File: src/rtl/tt_nibble_serializer.sv
// rtl/tt_nibble_serializer.sv - nibble-to-byte assembler, small byte FIFO and MSB-first serial feeder
module tt_nibble_serializer #(
   parameter int DEPTH = 4,
   parameter int WIDTH = 8
) (
   input  logic [7:0] io_in,
   output logic [7:0] io_out
);
   localparam int AW = $clog2(DEPTH);
   localparam int CW = AW + 1;
   localparam int HW = WIDTH / 2;
   localparam int BW = $clog2(WIDTH);

   typedef enum logic {S_IDLE, S_SHIFT} state_t;

   logic          clk;
   logic          rst_n;
   logic          nib_ld;
   logic          run;
   logic [HW-1:0] nib;

   assign clk    = io_in[0];
   assign rst_n  = io_in[1];
   assign nib_ld = io_in[2];
   assign run    = io_in[3];
   assign nib    = io_in[7:4];

   logic             nib_ld_q;
   logic             phase_lo_q, phase_lo_d;
   logic [HW-1:0]    hi_q, hi_d;
   logic             push_q, push_d;
   logic [WIDTH-1:0] push_data_q, push_data_d;
   logic             load_ev;

   logic [WIDTH-1:0] mem_q [DEPTH];
   logic [AW-1:0]    wr_ptr_q, wr_ptr_d;
   logic [AW-1:0]    rd_ptr_q, rd_ptr_d;
   logic [CW-1:0]    count_q, count_d;
   logic             ovf_q, ovf_d;
   logic             full;
   logic             wr_en;
   logic             pop;

   state_t           state_q, state_d;
   logic [WIDTH-1:0] shreg_q, shreg_d;
   logic [BW-1:0]    bit_cnt_q, bit_cnt_d;

   assign load_ev = nib_ld & ~nib_ld_q;

   // The assembled byte is pushed one cycle after the second nibble's load edge.
   always_comb begin
      phase_lo_d  = phase_lo_q;
      hi_d        = hi_q;
      push_d      = 1'b0;
      push_data_d = push_data_q;
      if (load_ev) begin
         if (!phase_lo_q) begin
            hi_d       = nib;
            phase_lo_d = 1'b1;
         end else begin
            push_d      = 1'b1;
            push_data_d = {hi_q, nib};
            phase_lo_d  = 1'b0;
         end
      end
   end

   assign full  = (count_q == CW'(DEPTH));
   assign wr_en = push_q & (~full | pop);

   always_comb begin
      wr_ptr_d = wr_en ? wr_ptr_q + AW'(1) : wr_ptr_q;
      rd_ptr_d = pop ? rd_ptr_q + AW'(1) : rd_ptr_q;
      ovf_d    = ovf_q | (push_q & full & ~pop);
      case ({wr_en, pop})
         2'b10:   count_d = count_q + CW'(1);
         2'b01:   count_d = count_q - CW'(1);
         default: count_d = count_q;
      endcase
   end

   always_comb begin
      state_d   = state_q;
      shreg_d   = shreg_q;
      bit_cnt_d = bit_cnt_q;
      pop       = 1'b0;
      case (state_q)
         S_IDLE: begin
            if (run && count_q != '0) begin
               pop       = 1'b1;
               shreg_d   = mem_q[rd_ptr_q];
               bit_cnt_d = '0;
               state_d   = S_SHIFT;
            end
         end
         S_SHIFT: begin
            shreg_d   = shreg_q << 1;
            bit_cnt_d = bit_cnt_q + BW'(1);
            if (bit_cnt_q == BW'(WIDTH - 1)) begin
               bit_cnt_d = bit_cnt_q;
               // Reload on the last bit keeps consecutive bytes gap-free.
               if (run && count_q != '0) begin
                  pop       = 1'b1;
                  shreg_d   = mem_q[rd_ptr_q];
                  bit_cnt_d = '0;
               end else begin
                  state_d = S_IDLE;
               end
            end
         end
         default: state_d = S_IDLE;
      endcase
   end

   always_ff @(posedge clk) begin
      if (wr_en) begin
         mem_q[wr_ptr_q] <= push_data_q;
      end
   end

   always_ff @(posedge clk or negedge rst_n) begin
      if (!rst_n) begin
         nib_ld_q    <= 1'b0;
         phase_lo_q  <= 1'b0;
         hi_q        <= '0;
         push_q      <= 1'b0;
         push_data_q <= '0;
         wr_ptr_q    <= '0;
         rd_ptr_q    <= '0;
         count_q     <= '0;
         ovf_q       <= 1'b0;
         state_q     <= S_IDLE;
         shreg_q     <= '0;
         bit_cnt_q   <= '0;
      end else begin
         nib_ld_q    <= nib_ld;
         phase_lo_q  <= phase_lo_d;
         hi_q        <= hi_d;
         push_q      <= push_d;
         push_data_q <= push_data_d;
         wr_ptr_q    <= wr_ptr_d;
         rd_ptr_q    <= rd_ptr_d;
         count_q     <= count_d;
         ovf_q       <= ovf_d;
         state_q     <= state_d;
         shreg_q     <= shreg_d;
         bit_cnt_q   <= bit_cnt_d;
      end
   end

   assign io_out[0]   = (state_q == S_SHIFT) & shreg_q[WIDTH-1];
   assign io_out[1]   = (state_q == S_SHIFT);
   assign io_out[2]   = (state_q == S_IDLE);
   assign io_out[3]   = (state_q == S_SHIFT) & (bit_cnt_q == '0);
   assign io_out[6:4] = 3'(count_q);
   assign io_out[7]   = ovf_q;

endmodule

File: config.mk
export PLATFORM = sky130hd
export DESIGN_NAME = tt_nibble_serializer
export DESIGN_NICKNAME = d
export VERILOG_FILES = /design/src/rtl/tt_nibble_serializer.sv
export SDC_FILE = /design/constraint.sdc
export NUM_CORES = 1
export LEC_CHECK = 0
export CAP_MARGIN = 40
export CORE_UTILIZATION = 50
export CTS_BUF_LIST = sky130_fd_sc_hd__clkbuf_2
export CTS_CLUSTER_DIAMETER = 30
export DETAILED_ROUTE_END_ITERATION = 8
export GPL_ROUTABILITY_DRIVEN = 0
export GPL_TIMING_DRIVEN = 0
export HOLD_SLACK_MARGIN = 0.05
export PLACE_DENSITY = 0.69
export SYNTH_ARGS = -nofsm -noshare
export SYNTH_HDL_FRONTEND = slang
export SYNTH_SLANG_ARGS = --single-unit
File: constraint.sdc
create_clock -name io_in -period 3.8 [get_ports io_in]
set_input_delay 0.76 -clock io_in [delete_from_list [all_inputs] [get_ports io_in]]
set_output_delay 0.76 -clock io_in [all_outputs]
set_load 0.02 [all_outputs]
Yosys cells after proc, flatten, opt, wreduce, memory -nomap -nowiden
Memory sizes are Yosys's and may differ from the RTL's.
Index checks and enable logic that the tools add are counted.
- bits in registers: 35
- bits in writable memories: 32
- input port bits: 8
- logic and storage cells: 60
- memories kept: 1
- memory list (memory ; words ; bits a word ; rd ports ; clocked after memory_dff ; write ports ; RTL line ; RTL):
    mem_q ; 4 ; 8 ; 1 ; 0 ; 1 ; 35 ; logic [WIDTH-1:0] mem_q [DEPTH];
- $add $sub $neg: 5
- equality and inequality tests: 5
- multiplexer cells: 18
- bitwise gates (word level): 13
- reductions and logical operators: 6
- operator list (operator ; number):
    2-to-1 mux 8 bit ; 3
    one-hot mux 8 bit (2 select lines) ; 1
    one-hot mux 3 bit (2 select lines) ; 2
    2-to-1 mux 1 bit ; 8
    adder 3 x 1 -> 3 bit, second input constant ; 2
    bitwise AND 1 bit ; 6
    == test 3 bit, second input constant ; 2
    2-to-1 mux 3 bit ; 2
    inverter 1 bit ; 5
    adder 2 x 1 -> 2 bit, second input constant ; 2
    one-hot mux 1 bit (2 select lines) ; 2
    AND reduction 2 bit ; 2
    zero test 3 bit ; 1
    nonzero test 3 bit ; 1
    subtractor 3 x 1 -> 3 bit, second input constant ; 1
    == test 2 x 1 -> 1 bit, second input constant ; 1
    == test 2 bit, second input constant ; 1
    != test 2 x 1 -> 1 bit, second input constant ; 1
    OR 1 bit ; 2
    nonzero test 2 bit ; 1
    logical AND 1 bit ; 1

Longest topological paths before layout
Gate-level depths: netlist of run 1.
- word-level depth: 9
- depth in mapped cells: 10
- gate-level depth less buffers: 9

Worst setup path after synthesis of run 1
OpenSTA, ideal clock, no wires.
- kind: register to register
- from: register bit_cnt_q[0]
- to: register count_q[1]
- library setup time: 95 ps
- data arrival time: 1955 ps
- path slack: 1750 ps
- stages on the path, launching flop included: 10
- period minus slack after synthesis: 2050 ps
- path through: dfrtp_1 ha_1 ha_1 nor2b_1 buf_4 nor2_1 nand2_1 fa_1 and3_1 o31ai_1
- longest elaborated chain between the ends: 7
- elaborated cells on any way between the ends: 9
- ends and longest elaborated chain (element ; RTL line ; RTL):
    from (decl) ; 46 ; logic [BW-1:0] bit_cnt_q, bit_cnt_d;
    from (signal assigned) ; 147 ; bit_cnt_q <= bit_cnt_d;
    == test 3 bit * ; 99 ; if (bit_cnt_q == BW'(WIDTH - 1)) begin
    2-to-1 mux 1 bit * ; 99 ;
    one-hot mux 1 bit (2 select lines) * ; 87 ; case (state_q)
    OR 1 bit ; 69 ; assign wr_en = push_q & (~full | pop);
    bitwise AND 1 bit ; 69 ;
    == test 2 x 1 -> 1 bit / == test 2 bit (equally long branches) ; 75 ; case ({wr_en, pop})
    one-hot mux 3 bit (2 select lines) / nonzero test 2 bit (equally long branches) ; -- ;
    to (signal assigned) ; 143 ; count_q <= count_d;
    to (decl) ; 38 ; logic [CW-1:0] count_q, count_d;
Mark *: on every way between the ends. The rest lies on a longest branch, timed or not.
A chain may end at the register's enable or synchronous reset.

==> impl_metrics.csv, run 1 <==
group,metric,value,unit
power_and_ir_drop,power.leakage,1.739,nW
logic_synthesis,synth_cells,203,
global_routing,maximum_number_of_pins_on_one_net_before_global_route_repair,12,
timing,fin_skew,36.01,ps
routing,top_layer,"met4",
global_routing,groute.usage.overall,26.16,%
layout,synthToLayoutAreaGrowth,27.06,%
worst_setup_path,critical_path.reg2reg.startpoint,"bit_cnt_q[1]",
outcome,violations_in_the_final_reports,"design-rule violations, negative hold slack",
routing,postRouteAntennaNets,0,
placement,io_buffer_count,8,
timing,drv_slew,0,
routing,routed_wl,6.305,mm
timing,whs,-469.9,ps
timing,rsz0062_at_grt,"false",
floorplanning,initial_core_util,51.65,%
routing,drt-vias-per-instance,5.480,
timing,worstMarginPinSlew,516.2,ps
floorplanning,die_w,77.42,um
outcome,run_status,"complete, but fails checks",
job,maxCapViolCount,0,
layout,layout_commonest_cell,"sky130_fd_sc_hd__clkbuf_2",
logic_synthesis,post_synth_and_or_nand_nor_area_fraction,9.635,%
logic_synthesis,synth_async_sr_flop_share,52.24,%
logic_synthesis,synth.net_count,219,
power_and_ir_drop,ir_drop,0.6085,mV
routing,first_pass_iters,9,
clocking,clk_latency,480,ps
logic_synthesis,yosys_register_bits,67,
worst_setup_path,critPathArrivalTime,3750,ps
logic_synthesis,muxShareOfSynthArea,8.447,%
timing,setup-tns-final,0,ps
routing,detailed_routed_wire_length_on_met2,2.864,mm
logic_synthesis,synth-compound-area-share,9.151,%
logic_synthesis,synth-main-ff-cell,"sky130_fd_sc_hd__dfrtp_1",
timing,slew-limit-headroom,65.59,%
logic_synthesis,count_of_warnings_emitted_by_yosys,0,
global_routing,antenna_found_initial,0,
worst_setup_path,crit_fanout,2,
timing,hold_vio_cnt_final,44,
routing,detailed_route_iter0_violations,228,
placement,pre_cts_slack,728.8,ps
global_routing,grt_pass1_vias,3084,
worst_setup_path,crit_start,"io_in[3]",
worst_setup_path,cp-start-kind,"clock port",
min_path,worstHoldPathType,"clock port to async pin",
floorplanning,core_area,5507,um2
layout,final.fill_count,419,
clocking,post_cts_resized,0,
layout,final_cell_mix,"sky130_fd_sc_hd__clkbuf_2 (90), sky130_fd_sc_hd__nand2_1 (35), sky130_fd_sc_hd__dfrtp_1 (35)",
routing,met3WireLength,705,um
placement,dp_hpwl,2.947,mm
logic_synthesis,post_synth_fa_ha_maj_area_fraction,3.784,%
routing,avgRoutedWirePerCell,15.84,um
worst_setup_path,setup.worst_path.end_class,"register",
layout,final_layout_size_suffix_gt1_share,40.49,%
global_routing,grt_overflow,0,
logic_synthesis,dominant_combinational_cell_family_by_area_after_synthesis,"simple AND/OR/NAND/NOR gates",
routing,via_count,2181,
routing,drc_errors,1,
floorplanning,die_area,5994,um2
power_and_ir_drop,cellPowerDensity,941.3,nW/um2
floorplanning,fp.dieH,77.42,um
timing,timing.final.ws_setup,448.7,ps
layout,antenna_cell_count,0,
logic_synthesis,synth_area,2844,um2
logic_synthesis,ys_types,37,
clocking,holdBufCountCts,0,
floorplanning,ios,16,
worst_setup_path,cp.required,4200,ps
global_routing,grt_first_pass_wirelength,11.55,mm
logic_synthesis,synth_enable_flop_cells,32,
clocking,cts_tree,"built",
clocking,clk_pin_slew_worst_paths,200,ps
routing,wirelength_met1,2.416,mm
timing,report.final.setup_viol,0,
logic_synthesis,synth-seq-area-share,64.58,%
logic_synthesis,avgSynthCellArea,14.01,um2
logic_synthesis,synth_xor_area_share,1.540,%
floorplanning,num_rows,27,
clocking,post_cts_buffers,0,
layout,finish.net_count,315,
worst_setup_path,crit_type,"clock port to register",
[routing by layer]
metal  vias to the layer above  track usage, %
met5                         -           4.545
met3                        46           32.94
met2                       154           23.19
met4                         0           42.64
li1                        966               -
met1                      1015           19.12
[per-stage QoR]
step                std cells  util, %  power [W]  instance area (um2)
floorplan                 203        -   0.001632                 2844
global placement          283    54.74   0.001632                 3014
detailed placement        283    54.74   0.001632                 3014
CTS                       398    65.62   0.003461                 3613
global route              398    65.62   0.003797                 3613
finish                    398    65.62   0.003402                 3613
[Yosys cell counts, types with 2 or more instances]
library cell	count	share of area [%]
sky130_fd_sc_hd__o211ai_1	2	0.53
sky130_fd_sc_hd__o32ai_1	7	2.2
sky130_fd_sc_hd__a31oi_1	2	0.44
sky130_fd_sc_hd__nand2b_1	2	0.44
sky130_fd_sc_hd__dfrtp_1	35	31
sky130_fd_sc_hd__nand3_1	2	0.35
sky130_fd_sc_hd__and3_1	5	1.1
sky130_fd_sc_hd__clkbuf_1	3	0.40
sky130_fd_sc_hd__buf_2	2	0.35
sky130_fd_sc_hd__mux4_2	8	6.3
sky130_fd_sc_hd__ha_1	7	3.1
sky130_fd_sc_hd__inv_1	9	1.2
sky130_fd_sc_hd__o31ai_1	4	1.1
sky130_fd_sc_hd__nor2_1	10	1.3
sky130_fd_sc_hd__a21oi_1	9	1.6
sky130_fd_sc_hd__o21ai_1	2	0.35
sky130_fd_sc_hd__mux2_2	3	1.2
sky130_fd_sc_hd__xnor2_1	5	1.5
sky130_fd_sc_hd__nand2_1	35	4.6
sky130_fd_sc_hd__buf_4	3	0.79
sky130_fd_sc_hd__edfxtp_1	32	34
[state kept, by name, summed over array words and instances (netlist names)]
| signal | flops |
|---|---|
| hi_q | 4 |
| rd_ptr_q | 2 |
| bit_cnt_q | 3 |
| shreg_q | 8 |
| count_q | 3 |
| mem_q | 32 |
| nib_ld_q | 1 |
| ovf_q | 1 |
| wr_ptr_q | 2 |
| push_data_q | 8 |
| phase_lo_q | 1 |
| push_q | 1 |
| state_q | 1 |
[final cells by class]
class / instances / area, um2 / area share (%)
Buffer: 8 / 43.79 / 1.212
Multi-Input combinational cell: 118 / 925.9 / 25.62
Tap cell: 72 / 90.09 / 2.493
Clock buffer: 90 / 450.4 / 12.47
Sequential cell: 67 / 1837 / 50.83
Inverter: 8 / 30.03 / 0.8310
Clock inverter: 27 / 156.4 / 4.328
Timing Repair Buffer: 8 / 80.08 / 2.216
[cells by family (layout without fill, tap and decap cells)]
group | Yosys count | in the layout
multiplexers | 13 | 13
AND/OR/NAND/NOR | 61 | 61
XOR/XNOR | 5 | 5
AO/OA/AOI/OAI | 31 | 31
flip-flops | 67 | 67
adder cells (fa/ha/maj) | 8 | 8
buffers and inverters | 18 | 141
[final timing paths]
path	to	depth (start not counted)	slack, ps
max in group asynchronous	push_data_q[4]	2	4020
hold / removal	shreg_q[3]	2	-470
setup / recovery	count_q[1]	12	450
setup reg to reg	count_q[2]	14	1170
min in group io_in	nib_ld_q	2	-240
hold reg to reg	push_data_q[7]	2	490
[power breakdown]
group / total (W) / switching (W) / internal [W]
logic: 0.000000000185 / 0 / 0
registers: 0.000886 / 0 / 0.000886
clock network: 0.00252 / 0.00152 / 0.000999
total: 0.00340 / 0.00152 / 0.00189
[worst max-delay path, cell delays in order]
cell and delay (ps):
sky130_fd_sc_hd__clkbuf_2 110, sky130_fd_sc_hd__clkbuf_2 140, sky130_fd_sc_hd__o31ai_1 80, sky130_fd_sc_hd__clkbuf_2 170, sky130_fd_sc_hd__clkbuf_2 120, sky130_fd_sc_hd__nor2_1 40
sky130_fd_sc_hd__clkbuf_2 120, sky130_fd_sc_hd__clkbuf_2 120, sky130_fd_sc_hd__nand2_1 90, sky130_fd_sc_hd__fa_1 460, sky130_fd_sc_hd__and3_1 170, sky130_fd_sc_hd__o31ai_1 220
(Power assumes the default switching activity.)
==> inputs of run 2 (changes only) <==
--- a/config.mk
+++ b/config.mk
@@ -6,14 +6,13 @@
 export NUM_CORES = 1
 export LEC_CHECK = 0
 export CAP_MARGIN = 40
-export CORE_UTILIZATION = 50
+export CORE_UTILIZATION = 35
 export CTS_BUF_LIST = sky130_fd_sc_hd__clkbuf_2
 export CTS_CLUSTER_DIAMETER = 30
 export DETAILED_ROUTE_END_ITERATION = 8
 export GPL_ROUTABILITY_DRIVEN = 0
 export GPL_TIMING_DRIVEN = 0
 export HOLD_SLACK_MARGIN = 0.05
-export PLACE_DENSITY = 0.69
 export SYNTH_ARGS = -nofsm -noshare
 export SYNTH_HDL_FRONTEND = slang
 export SYNTH_SLANG_ARGS = --single-unit
==> run 2 against run 1 <==
The flow still finishes with violations (design-rule violations, negative hold slack). Hold slack better by 7.3 ps. Largest power group unchanged. Highest routed layer unchanged. Critical endpoint is now count_q[2]. Clock power grew 3%. Clock skew barely moved. Critical path depth up 3. Critical path type unchanged.
==> impl_metrics.csv, run 2 (same netlist as run 1, synthesis figures left out) <==
group,metric,value,unit
clocking,clk_latency,510,ps
routing,first_pass_iters,8,
layout,synthToLayoutAreaGrowth,29.48,%
worst_setup_path,cp.required,4200,ps
global_routing,maximum_number_of_pins_on_one_net_before_global_route_repair,13,
worst_setup_path,r2r_slack,1110,ps
worst_setup_path,setup.worst_path.end_class,"register",
clocking,post_cts_buffers,0,
timing,fin_skew,35.60,ps
clocking,clk_pin_slew_worst_paths,210,ps
clocking,cts_tree,"built",
outcome,violations_in_the_final_reports,"design-rule violations, negative hold slack",
routing,avgRoutedWirePerCell,15.18,um
floorplanning,ios,16,
min_path,worstHoldPathType,"clock port to async pin",
floorplanning,die_w,92.14,um
timing,rsz0062_at_grt,"false",
timing,slew-limit-headroom,64.22,%
floorplanning,fp.dieH,92.14,um
power_and_ir_drop,power.leakage,1.749,nW
global_routing,grt_first_pass_wirelength,12.61,mm
power_and_ir_drop,cellPowerDensity,943.0,nW/um2
worst_setup_path,critPathArrivalTime,3690,ps
layout,multi_input_area,925.9,um2
layout,largest-register,"mem_q",
timing,report.final.setup_viol,0,
timing,timing.final.ws_setup,504.5,ps
floorplanning,die_area,8490,um2
placement,dp_hpwl,3.169,mm
layout,layout.cells.non_filler,428,
timing,hold_vio_cnt_final,44,
timing,setup-tns-final,0,ps
layout,final_layout_size_suffix_gt1_share,40.80,%
global_routing,grt_pass1_vias,3121,
timing,drv_slew,0,
timing,whs,-462.5,ps
global_routing,groute.usage.overall,20.81,%
layout,finish.net_count,315,
layout,largest_register_ff_count,32,
clocking,holdBufCountCts,0,
global_routing,antenna_found_initial,0,
worst_setup_path,worstReg2RegEnd,"count_q[2]",
job,maxCapViolCount,0,
worst_setup_path,crit_fanout,2,
floorplanning,initial_core_util,36.43,%
floorplanning,core_area,7807,um2
worst_setup_path,cp-start-kind,"clock port",
clocking,post_cts_resized,0,
worst_setup_path,reg2regPathDepth,14,
placement,pre_cts_slack,728.8,ps
power_and_ir_drop,ir_drop,0.5762,mV
layout,final_cell_mix,"sky130_fd_sc_hd__clkbuf_2 (91), sky130_fd_sc_hd__nand2_1 (35), sky130_fd_sc_hd__dfrtp_1 (35)",
routing,routed_wl,6.497,mm
routing,postRouteAntennaNets,0,
outcome,run_status,"complete, but fails checks",
layout,area.sequential,1837,um2
placement,io_buffer_count,8,
worst_setup_path,crit_type,"clock port to register",
routing,drt-vias-per-instance,4.958,
layout,final.fill_count,718,
routing,via_count,2122,
routing,drc_errors,1,
global_routing,grt_overflow,0,
layout,antenna_cell_count,0,
placement,placed_cells_incl_taps,313,
layout,layout_commonest_cell,"sky130_fd_sc_hd__clkbuf_2",
layout,top_regs,"mem_q x32, push_data_q x8, shreg_q x8",
timing,worstMarginPinSlew,536.7,ps
floorplanning,num_rows,32,
worst_setup_path,critical_path.reg2reg.startpoint,"bit_cnt_q[1]",
routing,detailed_route_iter0_violations,249,
[run 2: how the worst max path moves through the flow]
stage	endpoint	slack, ps	start
floorplan	count_q[1]	730	io_in[3]
global placement	count_q[1]	730	io_in[3]
detailed placement	count_q[1]	730	io_in[3]
CTS	count_q[2]	530	io_in[3]
global route	count_q[1]	370	io_in[3]
finish	count_q[2]	500	io_in[3]
[run 2: through the flow]
stage / total power (W) / cell area [um2] / util, %
3_3_place_gp: 0.001632 / 3052 / 39.09
5_1_grt: 0.003915 / 3682 / 47.16
6_report: 0.003473 / 3682 / 47.16
3_5_place_dp: 0.001632 / 3052 / 39.09
4_1_cts: 0.003555 / 3682 / 47.16
2_1_floorplan: 0.001632 / 2844 / -
[run 2: cell type report]
type / instances / share of cell area [%]
Inverter: 8 / 0.8155
Clock buffer: 91 / 12.37
Timing Repair Buffer: 8 / 2.175
Buffer: 8 / 1.189
Tap cell: 102 / 3.466
Sequential cell: 67 / 49.88
Multi-Input combinational cell: 118 / 25.14
Clock inverter: 26 / 4.961
[run 2: worst max-delay path, cell delays in order]
cell,delay [ps]
sky130_fd_sc_hd__clkbuf_2,100
sky130_fd_sc_hd__clkbuf_2,130
sky130_fd_sc_hd__o31ai_1,70
sky130_fd_sc_hd__clkbuf_2,170
sky130_fd_sc_hd__clkbuf_2,110
sky130_fd_sc_hd__nor2_1,40
sky130_fd_sc_hd__clkbuf_2,120
sky130_fd_sc_hd__clkbuf_2,110
sky130_fd_sc_hd__nand2_1,80
sky130_fd_sc_hd__fa_1,190
sky130_fd_sc_hd__clkbuf_2,140
sky130_fd_sc_hd__clkbuf_2,120
sky130_fd_sc_hd__and4_4,210
sky130_fd_sc_hd__a31oi_1,50
sky130_fd_sc_hd__xnor2_1,150
[run 2: routing by layer]
metal	global-route usage, %	vias to the layer above	wire [um]
met1	16.10	995	2422
met3	25.21	36	729
li1	-	959	-
met5	2.564	-	0
met4	34.24	0	283
met2	18.22	132	3062
[run 2: power breakdown]
part / switching [W] / total [W] / internal (W) / leakage, nW
clock: 0.00151 / 0.00259 / 0.00107 / 0.679
combinational: 0 / 0.000000000185 / 0 / 0.185
sequential: 0 / 0.000886 / 0.000886 / 0.884
total: 0.00151 / 0.00347 / 0.00196 / 1.75
